File: src/rtl/timer_pkg.sv
// Shared constants and state encoding for the countdown timer stages.
package timer_pkg;

    localparam int TIME_W  = 6;
    localparam int SEC_MAX = 59;

    localparam logic [1:0] S_SET  = 2'd0;
    localparam logic [1:0] S_LOAD = 2'd1;
    localparam logic [1:0] S_RUN  = 2'd2;
    localparam logic [1:0] S_DONE = 2'd3;

    typedef enum logic [1:0] {
        ST_SET  = S_SET,
        ST_LOAD = S_LOAD,
        ST_RUN  = S_RUN,
        ST_DONE = S_DONE
    } timer_state_t;

endpackage

File: src/rtl/edge_detect_sync.sv
// Registered rising-edge detector: rise is high for the cycle where level is
// high but was low at the previous edge.
module edge_detect_sync (
    input  logic clk,
    input  logic reset,
    input  logic level,
    output logic rise
);

    logic level_q;

    always_ff @(posedge clk) begin
        if (!reset) begin
            level_q <= 1'b0;
        end else begin
            level_q <= level;
        end
    end

    assign rise = level & ~level_q;

endmodule

File: src/rtl/seconds_counter_s.sv
// Seconds stage of the countdown timer: presettable in set mode, counts down
// once per 1 Hz edge in run mode, borrowing from the minutes stage.
module seconds_counter_s
    import timer_pkg::*;
#(
    parameter int WIDTH     = TIME_W,
    parameter int MAX_COUNT = SEC_MAX
) (
    input  logic             clk_1Hz,
    input  logic             reset,
    input  logic             enable,
    input  logic             forward,
    input  logic             increment,
    input  logic [WIDTH-1:0] minutes,
    output logic [WIDTH-1:0] out,
    output logic             done,
    output logic             running
);

    localparam logic [WIDTH-1:0] MAX_V = WIDTH'(MAX_COUNT);

    timer_state_t     state, state_next;
    logic [WIDTH-1:0] preset, preset_next;
    logic [WIDTH-1:0] count, count_next;
    logic [WIDTH-1:0] out_next;
    logic             inc_rise;

    edge_detect_sync u_inc_edge (
        .clk   (clk_1Hz),
        .reset (reset),
        .level (increment),
        .rise  (inc_rise)
    );

    always_ff @(posedge clk_1Hz) begin
        if (!reset) begin
            state  <= ST_SET;
            preset <= '0;
            count  <= '0;
            out    <= '0;
        end else begin
            state  <= state_next;
            preset <= preset_next;
            count  <= count_next;
            out    <= out_next;
        end
    end

    always_comb begin
        state_next  = state;
        preset_next = preset;
        count_next  = count;
        case (state)
            ST_SET: begin
                if (!forward) begin
                    state_next = ST_LOAD;
                end else if (enable && inc_rise) begin
                    preset_next = (preset == MAX_V) ? '0 : preset + WIDTH'(1);
                end
            end
            ST_LOAD: begin
                count_next = preset;
                state_next = forward ? ST_SET : ST_RUN;
            end
            ST_RUN: begin
                if (forward) begin
                    state_next = ST_SET;
                end else if (enable) begin
                    if (count != '0) begin
                        count_next = count - WIDTH'(1);
                    end else if (minutes != '0) begin
                        // Minutes stage borrows on this same edge.
                        count_next = MAX_V;
                    end else begin
                        state_next = ST_DONE;
                    end
                end
            end
            ST_DONE: begin
                count_next = '0;
                if (forward) begin
                    state_next = ST_SET;
                end
            end
            default: state_next = ST_SET;
        endcase

        // Display tracks the preset while editing or loading, the count otherwise.
        if (state_next == ST_SET || state_next == ST_LOAD) begin
            out_next = preset_next;
        end else begin
            out_next = count_next;
        end
    end

    assign done    = (state == ST_DONE);
    assign running = (state == ST_RUN);

endmodule

File: config.mk
export PLATFORM = sky130hd
export DESIGN_NAME = seconds_counter_s
export DESIGN_NICKNAME = d
export VERILOG_FILES = /design/src/rtl/timer_pkg.sv /design/src/rtl/edge_detect_sync.sv /design/src/rtl/seconds_counter_s.sv
export SDC_FILE = /design/constraint.sdc
export NUM_CORES = 1
export LEC_CHECK = 0
export ABC_CLOCK_PERIOD_IN_PS = 4500
export BUFFER_PORTS_ARGS = -buffer_cell sky130_fd_sc_hd__buf_4
export CAP_MARGIN = 20
export CORE_ASPECT_RATIO = 1.1
export CORE_MARGIN = 5
export CORE_UTILIZATION = 45
export CTS_CLUSTER_DIAMETER = 30
export DETAILED_ROUTE_END_ITERATION = 8
export HOLD_SLACK_MARGIN = 0.06
export PLACE_DENSITY = 0.66
export REMOVE_ABC_BUFFERS = 1
export SYNTH_ARGS = -nofsm -noshare
export SYNTH_HDL_FRONTEND = slang
export SYNTH_HIERARCHICAL = 1
export SYNTH_SLANG_ARGS = --single-unit
File: constraint.sdc
create_clock -name clk_1Hz -period 4.5 [get_ports clk_1Hz]
set_input_delay 0.225 -clock clk_1Hz [delete_from_list [all_inputs] [get_ports clk_1Hz]]
set_output_delay 0.225 -clock clk_1Hz [all_outputs]
set_load 0.05 [all_outputs]
==> impl_results.html <==
<table>
<tr><th>Metric</th><th>Value</th></tr>
<tr><th colspan="2">Status</th></tr>
<tr><td>Status</td><td>finished clean</td></tr>
<tr><th colspan="2">Global route</th></tr>
<tr><td>Overall track demand over capacity in global routing</td><td>0.152</td></tr>
<tr><td>Number of antenna violations at the first check in global routing</td><td>0</td></tr>
<tr><td>Via count of the first global-routing pass</td><td>999</td></tr>
<tr><td>Largest net degree at the start of global routing</td><td>15</td></tr>
<tr><td>First-pass GRT wire length</td><td>4.60 mm</td></tr>
<tr><td>Global-route congestion overflow total</td><td>0</td></tr>
<tr><th colspan="2">Setup path</th></tr>
<tr><td>Reg-to-reg critical path endpoint</td><td>out[1]</td></tr>
<tr><td>Crit. End Element</td><td>register</td></tr>
<tr><td>Reg2Reg Setup Slack</td><td>2.49 ns</td></tr>
<tr><td>Critical Path Slowest Stage Cell</td><td>dfxtp_1</td></tr>
<tr><td>Critical path's largest stage delay</td><td>0.45 ns</td></tr>
<tr><td>R2R cell count</td><td>7</td></tr>
<tr><td>Series of cell instances along the critical path</td><td>inv_1 -&gt; ha_1 -&gt; nor2b_1 -&gt; nand2_1 -&gt; a31oi_1 -&gt; or3_1 -&gt; o32a_1</td></tr>
<tr><td>Nature of the critical path startpoint</td><td>register</td></tr>
<tr><td>Largest driver fanout on the critical path</td><td>7</td></tr>
<tr><td>Arrival time of data at the critical path endpoint</td><td>2.20 ns</td></tr>
<tr><td>Critical path type</td><td>reg2reg</td></tr>
<tr><td>Worst path required time</td><td>4.68 ns</td></tr>
<tr><td>Launch instance of the worst register-to-register path</td><td>count[0]</td></tr>
<tr><th colspan="2">Min path</th></tr>
<tr><td>Hold Path Stages</td><td>2</td></tr>
<tr><td>Worst Hold End</td><td>u_inc_edge/level_q</td></tr>
<tr><td>Worst hold-check path type</td><td>in2reg</td></tr>
<tr><td>Beginning of the worst hold path</td><td>increment</td></tr>
<tr><th colspan="2">Route</th></tr>
<tr><td>Count of TritonRoute iterations in the first routing pass</td><td>4</td></tr>
<tr><td>Post-route DRC violation count</td><td>0</td></tr>
<tr><td>Final wirelength</td><td>2.79 mm</td></tr>
<tr><td>Total vias in the final route</td><td>1131</td></tr>
<tr><td>Vias per cell</td><td>5.92</td></tr>
<tr><td>Number of antenna-violating nets in the routed design</td><td>0</td></tr>
<tr><td>Routed len/inst</td><td>14.6 µm</td></tr>
<tr><td>Starting DRT DRC Count</td><td>46</td></tr>
<tr><th colspan="2">Finish</th></tr>
<tr><td>Count of nets after finishing</td><td>175</td></tr>
<tr><td>Area growth from synthesis to layout</td><td>14.5%</td></tr>
<tr><td>Cell area after layout</td><td>1350 µm²</td></tr>
<tr><td>Fraction of layout instances using a drive strength above 1</td><td>0.194</td></tr>
<tr><td>Number of antenna diodes</td><td>0</td></tr>
<tr><td>Final standard cell utilization of the core</td><td>0.537</td></tr>
<tr><th colspan="2">Clocking</th></tr>
<tr><td>Number of setup buffers added after CTS</td><td>0</td></tr>
<tr><td>Post-cts sizing count</td><td>0</td></tr>
<tr><td>Number of H-tree levels</td><td>1</td></tr>
<tr><td>Buffer depth of the longest clock path</td><td>2</td></tr>
<tr><td>Hold buffer count at cts</td><td>0</td></tr>
<tr><td>Cell at the root of the clock tree</td><td>clkbuf_4</td></tr>
<tr><td>Clk_lat worst skew</td><td>0.30 ns</td></tr>
<tr><td>TritonCTS clock tree</td><td>done</td></tr>
<tr><td>Clock sink count</td><td>21</td></tr>
<tr><td>Clock-pin slew on the worst setup and hold paths</td><td>0.11 ns</td></tr>
<tr><td>TritonCTS buffer count</td><td>3</td></tr>
<tr><th colspan="2">Timing</th></tr>
<tr><td>Tcrit/Tclk final</td><td>0.448</td></tr>
<tr><td>Transition time at the pin with the least slew margin</td><td>0.441 ns</td></tr>
<tr><td>Total negative slack</td><td>0 ns</td></tr>
<tr><td>Post-route minimum period</td><td>2.01 ns</td></tr>
<tr><td>Rel. slew slack</td><td>0.705</td></tr>
<tr><td>Final hold violation count</td><td>0</td></tr>
<tr><td>Pins Over Slew Limit</td><td>0</td></tr>
<tr><td>F_max</td><td>0.497 GHz</td></tr>
<tr><td>Clock tree skew after final layout</td><td>0.0179 ns</td></tr>
<tr><td>Final setup vio count</td><td>0</td></tr>
<tr><td>Unrepaired setup endpoints after global routing</td><td>false</td></tr>
<tr><td>Post-route worst setup slack</td><td>2.49 ns</td></tr>
<tr><th colspan="2">Synth</th></tr>
<tr><td>Synth Area in Compound Gates</td><td>0.239</td></tr>
<tr><td>Part of the Yosys area used for sequential elements</td><td>0.356</td></tr>
<tr><td>Count of distinct cell types in the synthesized netlist</td><td>48</td></tr>
<tr><td>Syn Inst Count</td><td>145</td></tr>
<tr><td>Largest family of logic cells by synthesized area</td><td>simple AND/OR/NAND/NOR gates</td></tr>
<tr><td>Yosys top cell area share</td><td>0.356</td></tr>
<tr><td>Avg Cell Area, Syn</td><td>8.15 µm²</td></tr>
<tr><td>Number of flops mapped to enable cells by yosys</td><td>0</td></tr>
<tr><td>Combined area of all synthesized cells</td><td>1180 µm²</td></tr>
<tr><td>Mux share of post-synthesis cell area</td><td>0.0254</td></tr>
<tr><td>Synth top cells by count</td><td>dfxtp_1 (21), nor2_1 (15), nand2_1 (11)</td></tr>
<tr><td>Post-synthesis sequential element count</td><td>21</td></tr>
<tr><td>Count of warnings emitted by yosys</td><td>6</td></tr>
<tr><td>Cell taking the most area after synthesis</td><td>dfxtp_1</td></tr>
<tr><td>Simple logic cell fraction of the synthesized area</td><td>0.297</td></tr>
<tr><td>Xor/xnor share of the synthesized area</td><td>0</td></tr>
<tr><td>Count leader, synth</td><td>dfxtp_1</td></tr>
<tr><td>Most used flip-flop cell after synthesis</td><td>dfxtp_1</td></tr>
<tr><td>Synth area leaders</td><td>dfxtp_1 (36%), nor2_1 (4.8%), nor3_1 (3.8%)</td></tr>
<tr><td>Fraction of the mapped netlist area in adder cells</td><td>0.0317</td></tr>
<tr><td>Share of synthesized registers carrying an async set or reset</td><td>0</td></tr>
<tr><th colspan="2">Pwr</th></tr>
<tr><td>Worst IR drop on VDD</td><td>0.000174 V</td></tr>
<tr><td>Switching power share of the total</td><td>0.288</td></tr>
<tr><td>Net switching power</td><td>0.102 mW</td></tr>
<tr><td>Power share of the clock group</td><td>0.251</td></tr>
<tr><td>Overall power consumption</td><td>0.354 mW</td></tr>
<tr><td>Power Dens Cells</td><td>261 nW/µm²</td></tr>
<tr><td>Combinational power share</td><td>0.180</td></tr>
<tr><td>Sequential Power Share</td><td>0.569</td></tr>
<tr><td>Internal power contribution</td><td>0.252 mW</td></tr>
<tr><td>Leakage component of the power</td><td>0.604 nW</td></tr>
<tr><th colspan="2">Floorplanning</th></tr>
<tr><td>Area enclosed by the die boundary</td><td>3750 µm²</td></tr>
<tr><td>Core Box Area</td><td>2520 µm²</td></tr>
<tr><td>Die Y-Extent</td><td>63.8 µm</td></tr>
<tr><td>Top-level port count</td><td>19</td></tr>
<tr><td>Starting density of the core</td><td>0.469</td></tr>
<tr><td>Cell row count</td><td>19</td></tr>
<tr><td>Width of the chip</td><td>58.9 µm</td></tr>
<tr><th colspan="2">Placement</th></tr>
<tr><td>RD Place Congestion</td><td>0.980</td></tr>
<tr><td>Post-DP HPWL</td><td>2.14 mm</td></tr>
<tr><td>Count of input and output buffers</td><td>18</td></tr>
<tr><td>Worst slack at placement</td><td>2.52 ns</td></tr>
<tr><td>Placed inst area</td><td>1330 µm²</td></tr>
<tr><th colspan="2">Run</th></tr>
<tr><td>Max Cap Violations</td><td>0</td></tr>
</table>
-- cell families (layout without fill, tap and decap cells) --
group,count (synthesis),count (layout)
muxes,3,3
and+or+nand+nor,66,66
buffers and inverters,15,30
DFF,21,21
adders and majority gates,3,3
AOI/OAI and AO/OA,37,37
-- worst max-delay path by stage --
stage / startpoint / end / slack, ns / cells past startpoint
final: count[0] / out[1] / 2.49 / 7
after global routing: count[0] / out[1] / 2.38 / 7
after CTS: count[0] / out[1] / 2.51 / 7
after detailed placement: count[0] / out[1] / 2.52 / 7
after global placement: count[0] / out[1] / 2.60 / 7
after floorplan: state[0] / out[1] / 2.61 / 7
-- metal layers --
metal  GRT usage  up-vias  wire length (µm)
met5           0        -                 0
met4      0.0340        0                31
met3      0.0262        4               156
met2       0.250       33              1300
met1       0.206      535              1300
li1            -      559                 -
-- worst max-delay path: cells and delay by family (launching register included) --
family | cells | cell delay [ns]
fa+ha+maj | 1 | 0.20
buf+inv | 1 | 0.12
compound gates | 2 | 0.41
flops | 1 | 0.45
simple gates | 3 | 0.73
-- layout by cell type (no fill, tap or decap), types with 4 or more instances in the layout --
cell      n
a21oi_1   6
nand3_1   4
nor3_1    9
dfxtp_1  21
nor2_1   15
and2_1    5
buf_4    18
nand2_1  11
inv_1     8
-- layout make-up --
type | instances | area [µm²]
Fill cell | 265 | 1170
Multi-Input combinational cell | 109 | 702
Sequential cell | 21 | 420
Timing Repair Buffer | 18 | 135
Tap cell | 31 | 38.8
Inverter | 8 | 30.0
Clock buffer | 3 | 22.5
Clock inverter | 1 | 5.00
-- registers in the layout, summed over array words and instances, names as in the netlist --
register / flops
count: 6
out: 6
u_inc_edge/level_q: 1
preset: 6
state: 2
-- stage by stage --
stage / instances / hold slack [ns]
2_1_floorplan: 138 / 0.342
3_3_place_gp: 187 / 0.444
3_5_place_dp: 187 / 0.444
4_1_cts: 191 / 0.138
5_1_grt: 191 / 0.146
6_report: 191 / 0.144
-- power by group through the flow --
stage	clock [mW]	sequential [mW]	combinational [mW]
after detailed placement	0	0.205	0.0633
final	0.0889	0.201	0.0635
after global routing	0.100	0.203	0.0691
after global placement	0	0.205	0.0629
after CTS	0.0927	0.201	0.0635
after floorplan	0	0.213	0.0318
Power figures use the tool's default switching activity.
